**config.mk**
```make
export PLATFORM = sky130hd
export DESIGN_NAME = remote_comm
export DESIGN_NICKNAME = d
export VERILOG_FILES = /design/src/rtl/remote_comm_pkg.sv /design/src/rtl/remote_comm_uart.sv /design/src/rtl/remote_comm.sv
export SDC_FILE = /design/constraint.sdc
export NUM_CORES = 1
export LEC_CHECK = 0
export CAP_MARGIN = 20
export CORE_ASPECT_RATIO = 0.9
export CORE_MARGIN = 2
export CORE_UTILIZATION = 35
export DETAILED_ROUTE_END_ITERATION = 8
export GPL_TIMING_DRIVEN = 0
export PLACE_DENSITY = 0.55
export RECOVER_POWER = 25
export SKIP_LAST_GASP = 1
export SYNTH_ARGS = -nofsm -noshare
export SYNTH_HDL_FRONTEND = slang
export SYNTH_HIERARCHICAL = 1
export SYNTH_SLANG_ARGS = --single-unit
export TNS_END_PERCENT = 30
```
**constraint.sdc**
```tcl
create_clock -name clk -period 2.3 [get_ports clk]
set_input_delay 0.575 -clock clk [delete_from_list [all_inputs] [get_ports clk]]
set_output_delay 0.575 -clock clk [all_outputs]
set_load 0.02 [all_outputs]
```
**src/rtl/remote_comm_pkg.sv**
```systemverilog
// remote_comm_pkg: shared types and constants for the host-side
// command transmitter talking to the knight robot.
package remote_comm_pkg;

    typedef enum logic [1:0] {
        IDLE,
        TX_HI,
        TX_LO,
        DONE
    } state_t;

    // 19200 baud at 50 MHz
    localparam int DEF_BAUD_DIV = 2604;

    localparam logic [7:0]  POS_ACK  = 8'hA5;
    localparam logic [15:0] CAL_GYRO = 16'h2000;
    localparam logic [3:0]  MOVE_OP  = 4'h4;

    function automatic logic [15:0] move_cmd(input logic [11:0] arg);
        return {MOVE_OP, arg};
    endfunction

endpackage

```
**src/rtl/remote_comm_uart.sv**
```systemverilog
// uart: 8N1 transmitter and receiver sharing one bit period.
// tx_done is high in the last clock of the stop bit.
module uart
    import remote_comm_pkg::*;
#(
    parameter int BAUD_DIV = DEF_BAUD_DIV
) (
    input  logic       clk,
    input  logic       rst,
    input  logic       trmt,
    input  logic [7:0] tx_data,
    output logic       tx_done,
    output logic       tx,
    input  logic       rx,
    input  logic       clr_rdy,
    output logic       rx_rdy,
    output logic [7:0] rx_data
);

    localparam int CW = $clog2(BAUD_DIV);
    localparam logic [CW-1:0] FULL = CW'(BAUD_DIV - 1);
    localparam logic [CW-1:0] HALF = CW'(BAUD_DIV / 2 - 1);

    logic          tx_busy;
    logic [CW-1:0] tx_baud;
    logic [3:0]    tx_bit;
    logic [8:0]    tx_shift;
    logic          tx_q;
    logic          tx_bit_end;

    logic          sync1;
    logic          sync2;
    logic          sync3;
    logic          rx_busy;
    logic [CW-1:0] rx_baud;
    logic [3:0]    rx_bit;
    logic [7:0]    rx_shift;
    logic [7:0]    rx_data_q;
    logic          rx_rdy_q;
    logic          fall;
    logic          start_det;
    logic          rx_smp;
    logic          stop_smp;

    assign tx_bit_end = tx_busy && (tx_baud == FULL);
    assign tx_done    = tx_bit_end && (tx_bit == 4'd9);
    assign tx         = tx_q;

    assign fall      = sync3 & ~sync2;
    assign start_det = ~rx_busy & fall;
    assign rx_smp    = rx_busy &&
                       (rx_baud == ((rx_bit == 4'd0) ? HALF : FULL));
    assign stop_smp  = rx_smp && (rx_bit == 4'd9);
    assign rx_rdy    = rx_rdy_q;
    assign rx_data   = rx_data_q;

    // Transmit shifter: start bit on load, then data LSB first, then stop.
    always_ff @(posedge clk) begin
        if (rst) begin
            tx_busy  <= 1'b0;
            tx_baud  <= '0;
            tx_bit   <= 4'd0;
            tx_shift <= '1;
            tx_q     <= 1'b1;
        end else if (trmt) begin
            tx_busy  <= 1'b1;
            tx_baud  <= '0;
            tx_bit   <= 4'd0;
            tx_shift <= {1'b1, tx_data};
            tx_q     <= 1'b0;
        end else if (tx_bit_end) begin
            tx_baud <= '0;
            if (tx_bit == 4'd9) begin
                tx_busy <= 1'b0;
                tx_bit  <= 4'd0;
            end else begin
                tx_q     <= tx_shift[0];
                tx_shift <= {1'b1, tx_shift[8:1]};
                tx_bit   <= tx_bit + 4'd1;
            end
        end else if (tx_busy) begin
            tx_baud <= tx_baud + 1'b1;
        end
    end

    // Receiver: synchronise RX, find the start edge, sample mid-bit.
    always_ff @(posedge clk) begin
        if (rst) begin
            sync1    <= 1'b1;
            sync2    <= 1'b1;
            sync3    <= 1'b1;
            rx_busy  <= 1'b0;
            rx_baud  <= '0;
            rx_bit   <= 4'd0;
            rx_shift <= '0;
        end else begin
            sync1 <= rx;
            sync2 <= sync1;
            sync3 <= sync2;
            if (start_det) begin
                rx_busy <= 1'b1;
                rx_baud <= '0;
                rx_bit  <= 4'd0;
            end else if (rx_smp) begin
                rx_baud <= '0;
                if ((rx_bit == 4'd0) && sync2) begin
                    rx_busy <= 1'b0;
                end else if (rx_bit == 4'd9) begin
                    rx_busy <= 1'b0;
                end else if (rx_bit != 4'd0) begin
                    rx_shift <= {sync2, rx_shift[7:1]};
                end
                rx_bit <= rx_bit + 4'd1;
            end else if (rx_busy) begin
                rx_baud <= rx_baud + 1'b1;
            end
        end
    end

    // Deliver the byte at the stop sample regardless of the stop value.
    always_ff @(posedge clk) begin
        if (rst) begin
            rx_rdy_q  <= 1'b0;
            rx_data_q <= 8'h00;
        end else if (stop_smp) begin
            rx_rdy_q  <= 1'b1;
            rx_data_q <= rx_shift;
        end else if (clr_rdy || start_det) begin
            rx_rdy_q <= 1'b0;
        end
    end

endmodule

```
**src/rtl/remote_comm.sv**
```systemverilog
// remote_comm: sends a 16-bit command as two UART bytes, high first,
// and captures the robot's one-byte response.
module remote_comm
    import remote_comm_pkg::*;
#(
    parameter int BAUD_DIV = DEF_BAUD_DIV
) (
    input  logic        clk,
    input  logic        rst,
    input  logic        RX,
    output logic        TX,
    input  logic [15:0] cmd,
    input  logic        snd_cmd,
    output logic        cmd_snt,
    output logic        resp_rdy,
    output logic [7:0]  resp
);

    state_t     state;
    state_t     nxt;
    logic [7:0] lo_byte;
    logic       cmd_snt_q;
    logic       trmt;
    logic [7:0] tx_byte;
    logic       accept;
    logic       tx_done;

    assign cmd_snt = cmd_snt_q;

    uart #(
        .BAUD_DIV(BAUD_DIV)
    ) u_uart (
        .clk    (clk),
        .rst    (rst),
        .trmt   (trmt),
        .tx_data(tx_byte),
        .tx_done(tx_done),
        .tx     (TX),
        .rx     (RX),
        .clr_rdy(accept),
        .rx_rdy (resp_rdy),
        .rx_data(resp)
    );

    // Command FSM state register.
    always_ff @(posedge clk) begin
        if (rst) begin
            state <= IDLE;
        end else begin
            state <= nxt;
        end
    end

    // Next state and byte hand-off; the low byte follows the high
    // byte's stop bit with no idle gap.
    always_comb begin
        nxt     = state;
        trmt    = 1'b0;
        tx_byte = cmd[15:8];
        accept  = 1'b0;
        unique case (state)
            IDLE, DONE: begin
                if (snd_cmd) begin
                    accept = 1'b1;
                    trmt   = 1'b1;
                    nxt    = TX_HI;
                end
            end
            TX_HI: begin
                if (tx_done) begin
                    trmt    = 1'b1;
                    tx_byte = lo_byte;
                    nxt     = TX_LO;
                end
            end
            TX_LO: begin
                if (tx_done) begin
                    nxt = DONE;
                end
            end
            default: nxt = IDLE;
        endcase
    end

    // Low-byte capture and the sticky completion flag.
    always_ff @(posedge clk) begin
        if (rst) begin
            lo_byte   <= 8'h00;
            cmd_snt_q <= 1'b0;
        end else if (accept) begin
            lo_byte   <= cmd[7:0];
            cmd_snt_q <= 1'b0;
        end else if ((state == TX_LO) && tx_done) begin
            cmd_snt_q <= 1'b1;
        end
    end

endmodule

```
Word level (Yosys, flattened, before mapping)

Index checks and enable logic that the tools add are counted.

Bits in registers: 74
Bits in latches: 0
RAM bits: 0
Bits in read-only memories: 0
Input bits: 20
Logic and storage cells: 92
Memories kept: 0

Add/subtract/negate cells: 4
Multiply operators: 0
Div/mod/pow operators: 0
$lt $le $gt $ge: 0
Equality and inequality tests: 11
Shift operators: 0
Muxes and demuxes: 27
Bitwise logic cells: 7
Reduce and logical (&&, ||, !) cells: 26

Operators with widths:

| cell                                          | count |
|---|---|
| two-way mux 8 bit                             | 5 |
| adder 12 x 1 -> 12 bit, second input constant | 2 |
| two-way mux 1 bit                             | 15 |
| == test 12 bit                                | 1 |
| == test 12 bit, second input constant         | 1 |
| two-way mux 12 bit                            | 1 |
| adder 4 x 1 -> 4 bit, second input constant   | 2 |
| == test 4 bit, second input constant          | 2 |
| inequality test 2 bit, second input constant  | 4 |
| nonzero test 2 bit                            | 4 |
| OR reduction 2 bit                            | 4 |
| logical AND 1 bit                             | 6 |
| two-way mux 2 bit                             | 3 |
| one-hot mux 2 bit (3 select lines)            | 1 |
| AND reduction 2 bit                           | 3 |
| OR reduction 3 bit                            | 2 |
| NOT 1 bit                                     | 5 |
| AND reduction 5 bit                           | 1 |
| == test 2 bit, second input constant          | 2 |
| logical NOT 4 bit                             | 1 |
| two-way mux 4 bit                             | 1 |
| nonzero test 4 bit                            | 1 |
| AND reduction 3 bit                           | 1 |
| nonzero test 3 bit                            | 1 |
| 5 further kinds                               | 6 |

Depth between registers and ports, before layout

Word-level depth: 7
Depth in mapped cells: 11

By module

Netlist, hierarchy kept.

Modules (own cells, without submodules):

| module      | instances | cells an instance | area each (um^2) |
|---|---|---|---|
| uart        | 1         | 291               | 2753.9 |
| remote_comm | 1         | 63                | 544.3 |

Worst setup path after synthesis

No wires, ideal clock.

Path type: reg2reg
Start: register u_uart.tx_busy
End: register u_uart.tx_baud[0]
Arrival time: 2.218 ns
Slack: -0.046 ns
Stages on the path, launching flop included: 12
Buffers on the path: 3
Clock period less this slack: 2.346 ns
Path through: dfxtp_1 > clkbuf_1 > nand4_1 > nand3b_1 > nor2_1 > nand2_2 > a21oi_1 > clkbuf_1 > nor2_1 > nand2_1 > clkbuf_1 > nor2_1

Word-level cells in the longest chain between the ends: 5

RTL lines:

| item                               | line                   | source |
|---|---|---|
| from (decl)                        | remote_comm_uart.sv:24 | `logic tx_busy;` |
| from (signal assigned)             | remote_comm_uart.sv:60 | `tx_busy <= 1'b0;` |
| from (signal assigned)             | remote_comm_uart.sv:66 | `tx_busy <= 1'b1;` |
| from (signal assigned)             | remote_comm_uart.sv:74 | `tx_busy <= 1'b0;` |
| logical AND 1 bit                  | remote_comm_uart.sv:45 | `assign tx_bit_end = tx_busy && (tx_baud == FULL);` |
| logical AND 1 bit                  | remote_comm_uart.sv:46 | `assign tx_done = tx_bit_end && (tx_bit == 4'd9);` |
| via tx_done                        | remote_comm.sv:26      | `logic tx_done;` |
| two-way mux 1 bit                  | remote_comm.sv:70      | `if (tx_done) begin` |
| one-hot mux 1 bit (2 select lines) | remote_comm.sv:61      | `unique case (state)` |
| via trmt                           | remote_comm.sv:23      | `logic trmt;` |
| OR reduction 3 bit (no line)       | -                      |  |
| to (signal assigned)               | remote_comm_uart.sv:82 | `tx_baud <= tx_baud + 1'b1;` |
| to (decl)                          | remote_comm_uart.sv:25 | `logic [CW-1:0] tx_baud;` |

The timed path passes the listed nets, and every way through them passes these cells.
A chain may end at the register's enable or synchronous reset.

Worst setup path in the final report

Start: register u_uart.rx_bit[0]
End: register u_uart.rx_shift[3]

Word-level cells in the longest chain between the ends: 5
Elaborated cells between the ends (all ways): 10

RTL lines:

| item                            | line                                            | source |
|---|---|---|
| from (decl)                     | remote_comm_uart.sv:36                          | `logic [3:0] rx_bit;` |
| from (signal assigned)          | remote_comm_uart.sv:113                         | `rx_bit <= rx_bit + 4'd1;` |
| logical NOT 4 bit               | remote_comm_uart.sv:52, remote_comm_uart.sv:106 |  |
| two-way mux 12 bit              | remote_comm_uart.sv:52                          | `(rx_baud == ((rx_bit == 4'd0) ? HALF : FULL));` |
| == test 12 bit                  | remote_comm_uart.sv:52                          |  |
| logical AND 1 bit               | remote_comm_uart.sv:51                          | `assign rx_smp = rx_busy &&` |
| AND reduction 5 bit (no line) * | -                                               |  |
| to (signal assigned)            | remote_comm_uart.sv:111                         | `rx_shift <= {sync2, rx_shift[7:1]};` |
| to (decl)                       | remote_comm_uart.sv:37                          | `logic [7:0] rx_shift;` |

Every way passes the cells marked *; elsewhere a longest branch is shown, timed or not.

==> summary.md <==
| Metric | Value |
|---|---|
| Global Route met1 Usage | `between 10% and 20%` |
| Row Count | `33` |
| Yosys cell types | `47` |
| Met3 usage | `under 10%` |
| Met2 Usage GRT | `between 20% and 30%` |
| RSZ-0062 raised after global routing | `yes` |
| Setup CP Type | `reg -> reg` |
| I/O pin count | `31` |
| PwrDens | `767 nW/um^2` |
| Antenna violation net count after detailed routing | `0` |
| Die H | `between 90 and 100 microns` |
| Hold EP | `u_uart/sync2` |
| Routed WL | `~6.7 mm` |
| Wire per inst | `between 10 and 15 microns` |
| Worst hold stages | `1` |
| Startpoint types | `register` |
| Clock Sinks | `74` |
| # diodes | `0` |
| Mapped Cells | `354` |
| Tmin final | `around 2.2 ns` |
| Iter 0 DRT Violations | `between 40 and 50` |
| DRC Markers | `0` |
| Via/cell ratio | `4.73` |
| Maxcap violations | `0` |
| Max Root-Sink Buffers | `2` |
| Max-Slew Margin vs Limit | `approximately 66%` |
| Seq/Total Area, Yosys | `between 40% and 50%` |
| Asr flop ratio synth | `0%` |
| Synth top area cells | `dfxtp_1, mux2i_1, xor2_1` |
| Nets | `426` |
| CP Max Fanout | `8` |
| Final Setup Violations | `0` |
| Gp weighted congestion | `between 0.7 and 0.8` |
| Ys Warns | `6` |
| Setup slack, reg-to-reg | `slightly above 0.1 ns` |
| First-pass GRT wire length | `around 11 mm` |
| Leak | `approximately 1.6 nW` |
| Hold_sp | `u_uart/sync1` |
| Worst EP arrival | `2.43 ns` |
| Non-filler instance count after layout | `between 500 and 600` |
| Crit share post-route | `a little over nine tenths` |
| Clock buffer count from CTS | `9` |
| Peak VDD IR | `approximately 0.00032 V` |
| Synthesized flop and latch total | `74` |
| Post-synthesis area per instance | `roughly 9.3 sq um` |
| Crit. End Element | `register` |
| Initial antenna violation count | `0` |
| Area Growth Syn to Fin | `23.9%` |
| Largest area contributor in the netlist | `dfxtp_1` |
| Synth top area share | `44.9%` |
| CTS tree | `done` |
| Max Fclk | `455 MHz` |
| Share of layout cells above drive strength 1 | `between 10% and 20%` |
| First-pass DRT Iterations | `4` |
| Final Hold Fails | `0` |
| Design area | `4090 sq um` |
| Total global-route track usage | `between 10% and 20%` |
| Starting Density | `around 36%` |
| Max-slew violation count | `0` |
| HPWL after DPL | `between 4 and 5 mm` |
| Vias in the first global route | `between 2000 and 2500` |
| Clk Latency, worst-skew pair | `about 0.35 ns` |
| R2r endpoint | `u_uart/rx_shift[3]` |
| GRT Max-Usage Layer | `met2` |
| Die X | `~110 microns` |
| Core ar. | `roughly 9000 sq um` |
| Critical R2R Launch | `u_uart/rx_bit[0]` |
| Worst Max-Slew Pin Slew | `slightly above 0.5 ns` |
| Register-to-Register Path Depth | `8` |
| Total die area | `just over 10000 sq um` |
| Number of flops mapped to enable cells by yosys | `0` |
| Final Power | `0.00314 W` |
| Hold slack | `0.420 ns` |
| Most frequent cell after synthesis | `dfxtp_1` |
| Status | `finished clean` |
| Area after DPL | `about 3800 sq um` |
| Main synth FF type | `dfxtp_1` |
| Synth Net Count | `about 380` |
| Pin count of the biggest net entering global routing | `14` |
| Post-synth top cells | `dfxtp_1, nor2_1, mux2i_1` |
| H-tree lvl count | `3` |
| # port buffers | `30` |
| Via Count | `~2500` |
| Critical Path RT | `2.53 ns` |
| Fill count | `908` |
| Grt total ovfl | `0` |
| Clk slew on worst S/H paths | `around 0.08 ns` |
| Clock skew | `between 0.01 and 0.015 ns` |
| Worst hold path type | `reg -> reg` |
| Inst Count DP | `506` |
| Syn Std Cell Area | `~3300 sq um` |
| Root buffer cell | `clkbuf_8` |
-- stage by stage --
step / worst slack (ns) / setup TNS [ns] / utilization, %
6_report: 0.103 / 0 / 44.8
3_5_place_dp: -0.573 / -11.84 / 41.1
3_3_place_gp: -0.543 / -11.31 / 41.1
4_1_cts: -0.0215 / -0.134 / 44.1
2_1_floorplan: 0.0342 / 0 / -
5_1_grt: -0.0182 / -0.0597 / 44.8
-- registers in the layout, indices dropped and copies added (netlist names), 2 cells and up --
register and flops:
lo_byte 8, state 2, u_uart/rx_baud 12, u_uart/rx_bit 4, u_uart/rx_data 8, u_uart/rx_shift 8
u_uart/tx_baud 12, u_uart/tx_bit 4, u_uart/tx_shift 8
-- worst max-delay path by stage --
stage | from | end | slack, ns
final | u_uart/rx_bit[0] | u_uart/rx_shift[3] | 0.10
after floorplan | u_uart/tx_busy | u_uart/tx_shift[7] | 0.03
after global routing | u_uart/rx_bit[0] | u_uart/rx_shift[3] | -0.02
after global placement | u_uart/tx_busy | u_uart/tx_baud[0] | -0.54
after CTS | u_uart/rx_bit[0] | u_uart/rx_baud[8] | -0.02
after detailed placement | u_uart/tx_busy | u_uart/tx_baud[1] | -0.57
-- critical path: stages, from the launching register on --
cell and delay [ns]:
dfxtp_1 0.34, inv_1 0.09, ha_1 0.15, nor3b_4 0.29, mux2i_2 0.39, nand4_1 0.14
or3_1 0.39, buf_6 0.17, mux2i_1 0.12
-- cells by family (layout without fill, tap and decap cells) --
logic type	Yosys count	count (layout)	synth area share (%)
AND/OR/NAND/NOR	146	146	23.8
flip-flops	74	74	44.9
AO/OA/AOI/OAI	42	42	7.51
multiplexers	36	36	11.2
XOR/XNOR	24	24	6.37
buffers and inverters	24	73	3.15
adder cells (fa/ha/maj)	8	8	3.04
-- cell usage in the layout (no fill, tap or decap), types with 2 or more instances in the layout --
cell | netlist | layout
a21boi_0 | 2 | 2
a21oi_1 | 25 | 25
and3_1 | 5 | 5
and3_2 | 2 | 2
and3b_1 | 2 | 2
buf_2 | 2 | 2
buf_4 | 1 | 7
buf_6 | 1 | 2
bufinv_16 | 0 | 3
clkbuf_1 | 9 | 6
clkbuf_8 | 0 | 9
clkdlybuf4s50_1 | 0 | 25
clkinv_4 | 0 | 2
dfxtp_1 | 74 | 71
dfxtp_2 | 0 | 3
dlygate4sd3_1 | 0 | 5
ha_1 | 8 | 7
inv_1 | 10 | 9
inv_2 | 1 | 2
mux2_2 | 8 | 8
mux2i_1 | 28 | 26
mux2i_2 | 0 | 2
nand2_1 | 26 | 25
nand2_2 | 3 | 3
nand2b_1 | 20 | 20
nand3_1 | 10 | 10
nand3b_1 | 5 | 5
nand4_1 | 8 | 8
nor2_1 | 33 | 31
nor2b_1 | 3 | 3
nor3_1 | 9 | 9
nor3b_1 | 2 | 2
o21ai_0 | 7 | 7
or2_2 | 5 | 5
or3_1 | 4 | 4
xnor2_1 | 8 | 8
xor2_1 | 16 | 16
-- per-layer routing --
layer	routed length [microns]	part of all wire [%]	vias to the layer above
li1	-	-	1300
met1	3290	49	1151
met2	3110	47	24
met3	218	3.3	7
met4	65	0.97	0
met5	0	0	-
-- power by group --
part	total [W]	leakage (nW)	switching (W)	internal, W
combinational	0.000466	0.887	0.000254	0.000212
clock	0.00122	0.117	0.000497	0.000725
sequential	0.00145	0.602	0.0000695	0.00138
total	0.00314	1.61	0.000820	0.00232
-- what timing repair did --
action                                  in CTS  in global routing
buffers inserted                             2                  3
pin swaps                                    1                  2
endpoints found under the setup margin      32                 41
gates resized for setup                      8                 13
hold buffers                                 0                  0
-- cell type report --
class	instances	area [sq um]	share of cell area, %
buffer	11	66.3	1.62
clock buffer	10	128	3.12
clock inverter	6	115	2.82
inverter	11	41.3	1.01
multi-input combinational	256	1760	43.1
sequential	74	1490	36.3
tap	122	153	3.73
timing repair buffer	35	338	8.26
No activity file was read; power rests on OpenSTA's default activity.
